<file path="src/rtl/buffer3_pkg.sv">
// Shared definitions for the EX->WB pipeline buffer: default widths and the
// packed entry layout {aluResult, op1Data, instruction, r0Write, regWrite, wEnable}.
package buffer3_pkg;

  localparam int unsigned DW_DEFAULT = 16;
  localparam int unsigned CW_DEFAULT = 16;

  // Control bits occupy the low end of the packed entry, data fields above them.
  localparam int unsigned CTRL_W = 3;
  localparam int unsigned WE_BIT = 0;
  localparam int unsigned RW_BIT = 1;
  localparam int unsigned R0_BIT = 2;

  function automatic int unsigned entry_width(input int unsigned dw);
    return 3 * dw + CTRL_W;
  endfunction

endpackage

</file>
<file path="src/rtl/buffer3_if.sv">
// Handshake bundle between execute, the EX->WB buffer and the writeback stage.
interface buffer3_if #(
  parameter int unsigned DW = 16
);
  logic [DW-1:0] aluResults3;
  logic [DW-1:0] op1Datas3;
  logic [DW-1:0] instructions3;
  logic          r0Writes3;
  logic          regWrites3;
  logic          wEnables3;
  logic          inValid;
  logic          inReady;
  logic          flush;

  logic [DW-1:0] aluResults4;
  logic [DW-1:0] op1Datas4;
  logic [DW-1:0] instructions4;
  logic          r0Writes4;
  logic          regWrites4;
  logic          wEnables4;
  logic          outValid;
  logic          outReady;

  modport slave (
    input  aluResults3, op1Datas3, instructions3, r0Writes3, regWrites3, wEnables3,
    input  inValid, flush, outReady,
    output inReady,
    output aluResults4, op1Datas4, instructions4, r0Writes4, regWrites4, wEnables4,
    output outValid
  );

  modport master (
    output aluResults3, op1Datas3, instructions3, r0Writes3, regWrites3, wEnables3,
    output inValid, flush, outReady,
    input  inReady,
    input  aluResults4, op1Datas4, instructions4, r0Writes4, regWrites4, wEnables4,
    input  outValid
  );

endinterface

</file>
<file path="src/rtl/buffer3_pipe_entry_reg.sv">
// Loadable payload register with its own valid flop; payload changes only on load.
module pipe_entry_reg #(
  parameter int unsigned W = 51
) (
  input  logic         clk,
  input  logic         rst_n,
  input  logic         load,
  input  logic [W-1:0] d,
  input  logic         valid_d,
  output logic [W-1:0] q,
  output logic         valid
);

  always_ff @(posedge clk or negedge rst_n) begin
    if (!rst_n) begin
      q     <= '0;
      valid <= 1'b0;
    end else begin
      valid <= valid_d;
      if (load) q <= d;
    end
  end

endmodule

</file>
<file path="src/rtl/buffer3.sv">
// EX->WB pipeline buffer: head register plus one skid slot, FIFO ordered,
// registered ready, synchronous flush and a saturating back-pressure counter.
module buffer3
  import buffer3_pkg::*;
#(
  parameter int unsigned DW = DW_DEFAULT,
  parameter int unsigned CW = CW_DEFAULT
) (
  input  logic          clk,
  input  logic          rst_n,
  buffer3_if.slave      bus,
  output logic [CW-1:0] stallCount
);

  localparam int unsigned EW = entry_width(DW);

  logic [EW-1:0] in_entry;
  logic [EW-1:0] head_d;
  logic [EW-1:0] head_q;
  logic [EW-1:0] skid_q;
  logic          head_valid;
  logic          skid_valid;
  logic          head_load;
  logic          skid_load;
  logic          head_valid_d;
  logic          skid_valid_d;
  logic          accept;
  logic          pop;
  logic          head_free;

  assign in_entry  = {bus.aluResults3, bus.op1Datas3, bus.instructions3,
                      bus.r0Writes3, bus.regWrites3, bus.wEnables3};
  assign bus.inReady = !skid_valid;
  assign accept    = bus.inValid & !skid_valid;
  assign pop       = head_valid & bus.outReady;
  assign head_free = !head_valid | pop;
  assign head_d    = skid_valid ? skid_q : in_entry;

  // Head loads only on a real transfer so an idle head keeps its last payload.
  always_comb begin
    head_load    = 1'b0;
    skid_load    = 1'b0;
    head_valid_d = head_valid;
    skid_valid_d = skid_valid;
    if (bus.flush) begin
      head_valid_d = 1'b0;
      skid_valid_d = 1'b0;
    end else if (head_free) begin
      if (skid_valid) begin
        head_load    = 1'b1;
        head_valid_d = 1'b1;
        skid_load    = accept;
        skid_valid_d = accept;
      end else begin
        head_load    = accept;
        head_valid_d = accept;
      end
    end else if (accept) begin
      skid_load    = 1'b1;
      skid_valid_d = 1'b1;
    end
  end

  pipe_entry_reg #(.W(EW)) u_head (
    .clk     (clk),
    .rst_n   (rst_n),
    .load    (head_load),
    .d       (head_d),
    .valid_d (head_valid_d),
    .q       (head_q),
    .valid   (head_valid)
  );

  pipe_entry_reg #(.W(EW)) u_skid (
    .clk     (clk),
    .rst_n   (rst_n),
    .load    (skid_load),
    .d       (in_entry),
    .valid_d (skid_valid_d),
    .q       (skid_q),
    .valid   (skid_valid)
  );

  assign bus.outValid      = head_valid;
  assign bus.wEnables4     = head_q[WE_BIT];
  assign bus.regWrites4    = head_q[RW_BIT];
  assign bus.r0Writes4     = head_q[R0_BIT];
  assign bus.instructions4 = head_q[CTRL_W +: DW];
  assign bus.op1Datas4     = head_q[CTRL_W + DW +: DW];
  assign bus.aluResults4   = head_q[CTRL_W + 2 * DW +: DW];

  always_ff @(posedge clk or negedge rst_n) begin
    if (!rst_n) begin
      stallCount <= '0;
    end else if (head_valid && !bus.outReady && stallCount != '1) begin
      stallCount <= stallCount + 1'b1;
    end
  end

endmodule

</file>
<file path="src/flat_wrapper.sv">
// flat-port wrapper written by rule: the top's interface ports become plain ports
module buffer3_flat import buffer3_pkg::*;
#(
  parameter int unsigned DW = DW_DEFAULT,
  parameter int unsigned CW = CW_DEFAULT
)
  (clk, rst_n, stallCount, bus_aluResults3, bus_op1Datas3, bus_instructions3, bus_r0Writes3, bus_regWrites3, bus_wEnables3, bus_inValid, bus_flush, bus_outReady, bus_inReady, bus_aluResults4, bus_op1Datas4, bus_instructions4, bus_r0Writes4, bus_regWrites4, bus_wEnables4, bus_outValid);
  buffer3_if #(.DW(DW)) bus_i ();
  input  logic clk;
  input  logic rst_n;
  output logic [CW-1:0] stallCount;
  input wire logic [$bits(bus_i.aluResults3)-1:0] bus_aluResults3;
  input wire logic [$bits(bus_i.op1Datas3)-1:0] bus_op1Datas3;
  input wire logic [$bits(bus_i.instructions3)-1:0] bus_instructions3;
  input wire logic [$bits(bus_i.r0Writes3)-1:0] bus_r0Writes3;
  input wire logic [$bits(bus_i.regWrites3)-1:0] bus_regWrites3;
  input wire logic [$bits(bus_i.wEnables3)-1:0] bus_wEnables3;
  input wire logic [$bits(bus_i.inValid)-1:0] bus_inValid;
  input wire logic [$bits(bus_i.flush)-1:0] bus_flush;
  input wire logic [$bits(bus_i.outReady)-1:0] bus_outReady;
  output wire logic [$bits(bus_i.inReady)-1:0] bus_inReady;
  output wire logic [$bits(bus_i.aluResults4)-1:0] bus_aluResults4;
  output wire logic [$bits(bus_i.op1Datas4)-1:0] bus_op1Datas4;
  output wire logic [$bits(bus_i.instructions4)-1:0] bus_instructions4;
  output wire logic [$bits(bus_i.r0Writes4)-1:0] bus_r0Writes4;
  output wire logic [$bits(bus_i.regWrites4)-1:0] bus_regWrites4;
  output wire logic [$bits(bus_i.wEnables4)-1:0] bus_wEnables4;
  output wire logic [$bits(bus_i.outValid)-1:0] bus_outValid;
  assign bus_i.aluResults3 = bus_aluResults3;
  assign bus_i.op1Datas3 = bus_op1Datas3;
  assign bus_i.instructions3 = bus_instructions3;
  assign bus_i.r0Writes3 = bus_r0Writes3;
  assign bus_i.regWrites3 = bus_regWrites3;
  assign bus_i.wEnables3 = bus_wEnables3;
  assign bus_i.inValid = bus_inValid;
  assign bus_i.flush = bus_flush;
  assign bus_i.outReady = bus_outReady;
  assign bus_inReady = bus_i.inReady;
  assign bus_aluResults4 = bus_i.aluResults4;
  assign bus_op1Datas4 = bus_i.op1Datas4;
  assign bus_instructions4 = bus_i.instructions4;
  assign bus_r0Writes4 = bus_i.r0Writes4;
  assign bus_regWrites4 = bus_i.regWrites4;
  assign bus_wEnables4 = bus_i.wEnables4;
  assign bus_outValid = bus_i.outValid;
  buffer3 #(.DW(DW), .CW(CW)) u_core (.clk(clk), .rst_n(rst_n), .bus(bus_i), .stallCount(stallCount));
endmodule
</file>
<file path="config.mk">
export PLATFORM = sky130hd
export DESIGN_NAME = buffer3_flat
export DESIGN_NICKNAME = d
export VERILOG_FILES = /design/src/rtl/buffer3_pkg.sv /design/src/rtl/buffer3_if.sv /design/src/rtl/buffer3_pipe_entry_reg.sv /design/src/rtl/buffer3.sv /design/src/flat_wrapper.sv
export SDC_FILE = /design/constraint.sdc
export NUM_CORES = 1
export LEC_CHECK = 0
export ABC_AREA = 1
export CAP_MARGIN = 20
export CORE_MARGIN = 10
export CORE_UTILIZATION = 25
export DETAILED_ROUTE_END_ITERATION = 10
export GPL_TIMING_DRIVEN = 0
export PLACE_DENSITY = 0.5
export SLEW_MARGIN = 20
export SYNTH_ARGS = -nofsm -noshare
export SYNTH_HDL_FRONTEND = slang
export SYNTH_SLANG_ARGS = --single-unit
</file>
<file path="constraint.sdc">
create_clock -name clk -period 2.45 [get_ports clk]
set_input_delay 0.245 -clock clk [delete_from_list [all_inputs] [get_ports clk]]
set_output_delay 0.245 -clock clk [all_outputs]
set_load 0.03 [all_outputs]
</file>
==> flow_summary.yaml, run 1 <==
cts:
  clockBufferDepth: 2
  cts.sink_count: 120
  post_cts_buffers: 0
  cts_tree: "built"
  clk_pin_slew_ns: 0.06
  cts_made_buffers: 17
  htreeDepth: 4
  insertion_delay_ns: 0.42
  cts_root_buf: "clkbuf_16"
routing:
  wire_per_inst_um: 14.81
  viasPerCell: 4.197
  drtPass1Iterations: 4
  dr.first_iter.drc_count: 282
  vias: 4575
  drcViolationCount: 0
  postRouteAntennaNets: 0
  totalWireLength_mm: 16.15
critical_path:
  crit_path_start_kind: "flop"
  worstSetupEndpointType: "output pin"
  setup.worst_path.end: "bus_inReady"
  crit_fanout: 19
  crit_type: "reg -> out"
  rrSetupSlack_ns: 0.66
  crit_arrival_ns: 1.99
  r2r_end: "u_core.u_head.q[0]$_DFFE_PN0P_"
  crit_start: "u_core.u_skid.valid$_DFFE_PN0P_"
  r2r_cells: 5
  worstReg2RegStart: "u_core.u_skid.valid$_DFFE_PN0P_"
  cp.required_ns: 2.20
placement:
  post-dp-hpwl_mm: 11.43
  place_area_um2: 6975
  gp_congestion: 0.7301
  place_inst: 1058
  portBuffers: 124
layout:
  nFillCells: 2182
  layout.nets: 859
  antenna_cells: 0
  instances_no_fill: 1090
  final_area_um2: 7595
  syn_to_final_growth_pct: 41.76
  drive_above_1_share_pct: 7.239
sta:
  period_needed_ns: 2.233
  fin_crit_sh_pct: 91.13
  hold_viol: 0
  fmaxAchievable_ghz: 0.4479
  max_slew_margin_pct: 66.59
  rsz0062_at_grt: "no"
  final_max_slew_viol_count: 0
  worst-slew-pin-transition_ns: 0.5011
  finClkSkew_ns: 0.009231
  whs_ns: 0.3157
  finalSetupViolCount: 0
pwr:
  pwr-share-comb_pct: 20.7
  peakVddDrop_mv: 0.4341
  share_clk_of_total_power_pct: 40.0
  p_sw_mw: 1.968
  fin_total_pwr_mw: 6.511
  switching_share_pct: 30.23
  power_density_nw_per_um2: 857.2
  p_leak_nw: 3.609
  internal_power_mw: 4.543
  p_seq_share_pct: 39.2
grt:
  grt_overflow: 0
  antenna_found_initial: 0
  grt_max_degree: 70
  grt_pass1_vias: 4712
  grt_pass1_wl_mm: 26.92
  grt_util_all_layers_pct: 11.98
synthesis:
  synth.area.top_cells: "dfrtp_1 (56%), nand2_1 (16%), o21ai_0 (12%)"
  synth_commonest_cells: "nand2_1 (232), o21ai_0 (132), dfrtp_1 (120), inv_1 (67), o21ai_1 (24)"
  synth_seq_cells: 120
  yosys.cell_count.top_type: "nand2_1"
  synth.avg_cell_area_um2: 8.142
  syn_inst: 658
  syn_area_um2: 5358
  synth-seq-area-share_pct: 56.05
  synth.distinct_cells: 21
  synthFlopType: "dfrtp_1"
  synth_edf_count: 0
  synth_area_leader_cell: "dfrtp_1"
  synth_nets: 715
  async_flop_share_pct: 100.0
  yosysWarnings: 0
  yosysTopAreaCellShare_pct: 56.05
floorplan:
  ios: 125
  coreArea_um2: 21020
  std_cell_rows: 53
  die_height_um: 166.4
  die_area_um2: 27690
  chipWidth_um: 166.4
  start_util_pct: 25.49
flow_run:
  maxCapViolCount: 0
worst_hold_path:
  hold_class: "in -> async"
outcome:
  outcome: "finished clean"
-- registers in the layout, summed over array words and instances (netlist names) --
register and count:
u_core.u_skid.q 51, u_core.u_head.valid 1, u_core.u_skid.valid 1, u_core.stallCount 16, u_core.u_head.q 51
-- metrics by stage --
stage	setup slack, ns	TNS (ns)	util [%]
CTS	0.06522	0	36.12
finish	0.2172	0	36.13
global placement	-4.112	-492.37	33.03
detailed placement	0.2218	0	33.18
floorplan	0.8897	0	-
global route	0.08476	0	36.13
-- cell type report --
cell class                      count  area [um2]  share of cell area, %
Sequential cell                   120        3003                  39.54
Multi-Input combinational cell    434        1928                  25.39
Tap cell                          275       344.1                  4.530
Timing Repair Buffer              126        1284                  16.90
Clock inverter                     14       171.4                  2.257
Inverter                           68       255.2                  3.361
Buffer                             35       170.2                  2.241
Clock buffer                       18       439.2                  5.783
-- per-layer routing --
| metal | GRT usage, % | share of wire [%] |
|---|---|---|
| met1 | 15.08 | 47 |
| met2 | 18.97 | 47 |
| met3 | 4.094 | 4.9 |
| met4 | 3.551 | 1.0 |
| met5 | 0 | 0 |
-- worst min-delay path by stage --
stage,from,to
floorplan,rst_n,u_core.stallCount[0]$_DFFE_PN0P_
global placement,u_core.u_skid.q[22]$_DFFE_PN0P_,u_core.u_skid.q[22]$_DFFE_PN0P_
detailed placement,rst_n,u_core.u_skid.q[3]$_DFFE_PN0P_
CTS,rst_n,u_core.u_skid.q[3]$_DFFE_PN0P_
global route,rst_n,u_core.u_skid.q[3]$_DFFE_PN0P_
finish,rst_n,u_core.u_skid.q[3]$_DFFE_PN0P_
-- repair_timing --
action / in CTS / in global routing
hold buffers: 1 / 0
setup endpoints to repair: 1 / 1
hold endpoints to repair: 51 / 0
pin swaps: 0 / 0
resized for setup: 0 / 1
-- critical path: stages (launching register included) --
cell,delay (ns)
dfrtp_1,0.37
inv_1,0.16
clkbuf_4,0.32
clkdlybuf4s50_1,0.72
-- power groups by stage --
| stage | logic, mW | clock network (mW) | registers [mW] |
|---|---|---|---|
| floorplan | 0.412 | 0 | 2.88 |
| global placement | 1.36 | 0 | 2.58 |
| detailed placement | 1.38 | 0 | 2.58 |
| CTS | 1.38 | 2.69 | 2.55 |
| global route | 1.50 | 2.78 | 2.61 |
| finish | 1.35 | 2.61 | 2.55 |
-- placed cells by master, fill, tap and decap left out, types with 2 or more instances in the layout --
| cell | instances |
|---|---|
| nand2_1 | 232 |
| o21ai_0 | 132 |
| clkdlybuf4s50_1 | 123 |
| dfrtp_1 | 120 |
| inv_1 | 67 |
| o21ai_1 | 24 |
| nor2_1 | 21 |
| clkbuf_16 | 17 |
| buf_2 | 16 |
| clkbuf_1 | 14 |
| nand3_1 | 8 |
| nand4_1 | 4 |
| xnor2_1 | 4 |
| clkinvlp_4 | 3 |
| bufinv_16 | 3 |
| clkinv_2 | 3 |
| clkinv_4 | 3 |
| nor2_4 | 2 |
| buf_1 | 2 |
| buf_6 | 2 |
| xor2_1 | 2 |
| inv_6 | 2 |
-- cells by family (layout without fill, tap and decap cells) --
logic type	count (synthesis)	count (layout)	synth area share, %
AOI/OAI and AO/OA	158	158	14.97
DFF	120	120	56.05
xor gates and xnor gates	6	6	0.9808
buffers and inverters	104	261	7.963
and+or+nand+nor	269	269	19.80
adders and majority gates	1	1	0.2335
Power figures use the tool's default switching activity.
==> run 2, diff against run 1 <==
- SLEW_MARGIN: 20 -> 0
==> run 2 against run 1 <==
Compared with the run above: sequential cell count is the same; global-route usage shrank 0.18 points; clock power grew 4%; wire length shrank 0.82%; via count is essentially flat; critical path depth is the same; largest power group unchanged; highest routed layer unchanged.
==> flow_summary.yaml, run 2 (synthesis gave the netlist of run 1 again) <==
cts:
  cts_made_buffers: 17
  cts_root_buf: "clkbuf_16"
  cts_tree: "built"
  clk_pin_slew_ns: 0.06
  htreeDepth: 4
  clockBufferDepth: 2
  cts.sink_count: 120
  insertion_delay_ns: 0.41
floorplan:
  start_util_pct: 25.49
  coreArea_um2: 21020
  chipWidth_um: 166.4
  std_cell_rows: 53
  die_height_um: 166.4
  ios: 125
  die_area_um2: 27690
routing:
  totalWireLength_mm: 16.02
  vias: 4574
  drcViolationCount: 0
  wire_per_inst_um: 14.69
  dr.first_iter.drc_count: 289
  postRouteAntennaNets: 0
  viasPerCell: 4.196
  drtPass1Iterations: 4
placement:
  place_area_um2: 6972
  pre_cts_ws_ns: 0.2269
  place_inst: 1058
  portBuffers: 124
  post-dp-hpwl_mm: 11.41
  gp_congestion: 0.7301
grt:
  antenna_found_initial: 0
  grt_max_degree: 70
  grt_util_all_layers_pct: 11.80
  grt_overflow: 0
  grt_pass1_vias: 4689
  grt_pass1_wl_mm: 26.66
sta:
  final_max_slew_viol_count: 0
  finClkSkew_ns: 0.01517
  period_needed_ns: 2.312
  max_slew_margin_pct: 65.30
  fmaxAchievable_ghz: 0.4325
  finalSetupTns_ns: 0
  setup_slack_ns: 0.1378
  finalSetupViolCount: 0
  worst-slew-pin-transition_ns: 0.5205
  rsz0062_at_grt: "no"
  hold_viol: 0
  fin_crit_sh_pct: 94.37
worst_hold_path:
  hold_class: "in -> async"
critical_path:
  r2r_end: "u_core.u_head.q[0]$_DFFE_PN0P_"
  max_stage_delay_ns: 0.75
  crit_arrival_ns: 2.07
  crit_type: "reg -> out"
  crit_family: "buffers and inverters"
  worstReg2RegStart: "u_core.u_skid.valid$_DFFE_PN0P_"
  path_cells: "inv_1 -> buf_2 -> clkdlybuf4s50_1"
  crit_slowest_cell: "clkdlybuf4s50_1"
  crit_fanout: 19
  r2r_cells: 5
  crit_path_start_kind: "flop"
  rrSetupSlack_ns: 0.63
  worstSetupEndpointType: "output pin"
  path_buf_inv: 3
  cp.required_ns: 2.20
pwr:
  p_leak_nw: 3.620
  fin_total_pwr_mw: 6.622
  power_density_nw_per_um2: 868.7
  peakVddDrop_mv: 0.4166
layout:
  layout_commonest_cell: "nand2_1"
  syn_to_final_growth_pct: 42.27
  mostFrequentLayoutCells: "nand2_1 (232), o21ai_0 (132), clkdlybuf4s50_1 (123)"
  antenna_cells: 0
  drive_above_1_share_pct: 7.239
  nFillCells: 2183
  largestRegisters: "u_core.u_head.q x51, u_core.u_skid.q x51, u_core.stallCount x16"
  multi_input_area_um2: 1928
  final_area_um2: 7622
  seqCellArea_um2: 3003
  layout.nets: 859
  instances_no_fill: 1090
flow_run:
  maxCapViolCount: 0
outcome:
  outcome: "finished clean"
-- run 2: worst max path at each step --
stage,start,to,slack (ns),cells past startpoint
detailed placement,u_core.u_skid.valid$_DFFE_PN0P_,bus_inReady,0.23,4
global route,u_core.u_skid.valid$_DFFE_PN0P_,bus_inReady,0.01,3
CTS,u_core.u_skid.valid$_DFFE_PN0P_,bus_inReady,0.08,3
global placement,rst_n,u_core.u_head.q[35]$_DFFE_PN0P_,-4.11,1
finish,u_core.u_skid.valid$_DFFE_PN0P_,bus_inReady,0.14,3
floorplan,u_core.stallCount[3]$_DFFE_PN0P_,u_core.stallCount[5]$_DFFE_PN0P_,0.89,8
-- run 2: area by class of cell --
| type | count | area share, % |
|---|---|---|
| buffer | 35 | 2.200 |
| sequential | 120 | 39.40 |
| timing repair buffer | 126 | 16.79 |
| inverter | 68 | 3.349 |
| clock buffer | 19 | 5.942 |
| clock inverter | 13 | 2.511 |
| multi-input combinational | 434 | 25.30 |
| tap | 275 | 4.514 |
-- run 2: where the power goes --
part	switching, mW	total, mW	internal [mW]
Combinational	0.776	1.35	0.570
Clock	0.956	2.72	1.77
Sequential	0.210	2.55	2.34
-- run 2: timing repair --
action | 4_1_cts | 5_1_grt
endpoints found under the hold margin | 51 | 0
hold buffers | 1 | 0
endpoints found under the setup margin | 1 | 0
buffers inserted | 0 | 0
gates resized for setup | 0 | 0
-- run 2: per-stage QoR --
stage / hold slack (ns) / util, %
6_report: 0.3362 / 36.26
3_5_place_dp: 0.2342 / 33.16
4_1_cts: 0.3679 / 36.26
3_3_place_gp: 0.4615 / 33.03
5_1_grt: 0.3908 / 36.26
2_1_floorplan: -0.05059 / -
-- run 2: metal layers --
metal  part of all wire, %  vias to the layer above  track usage, %
met3                   4.7                        9           3.620
met4                  0.91                        0           3.933
met1                    47                     2104           14.98
met2                    47                       92           18.62
li1                      -                     2369               -
met5                     0                        -               0
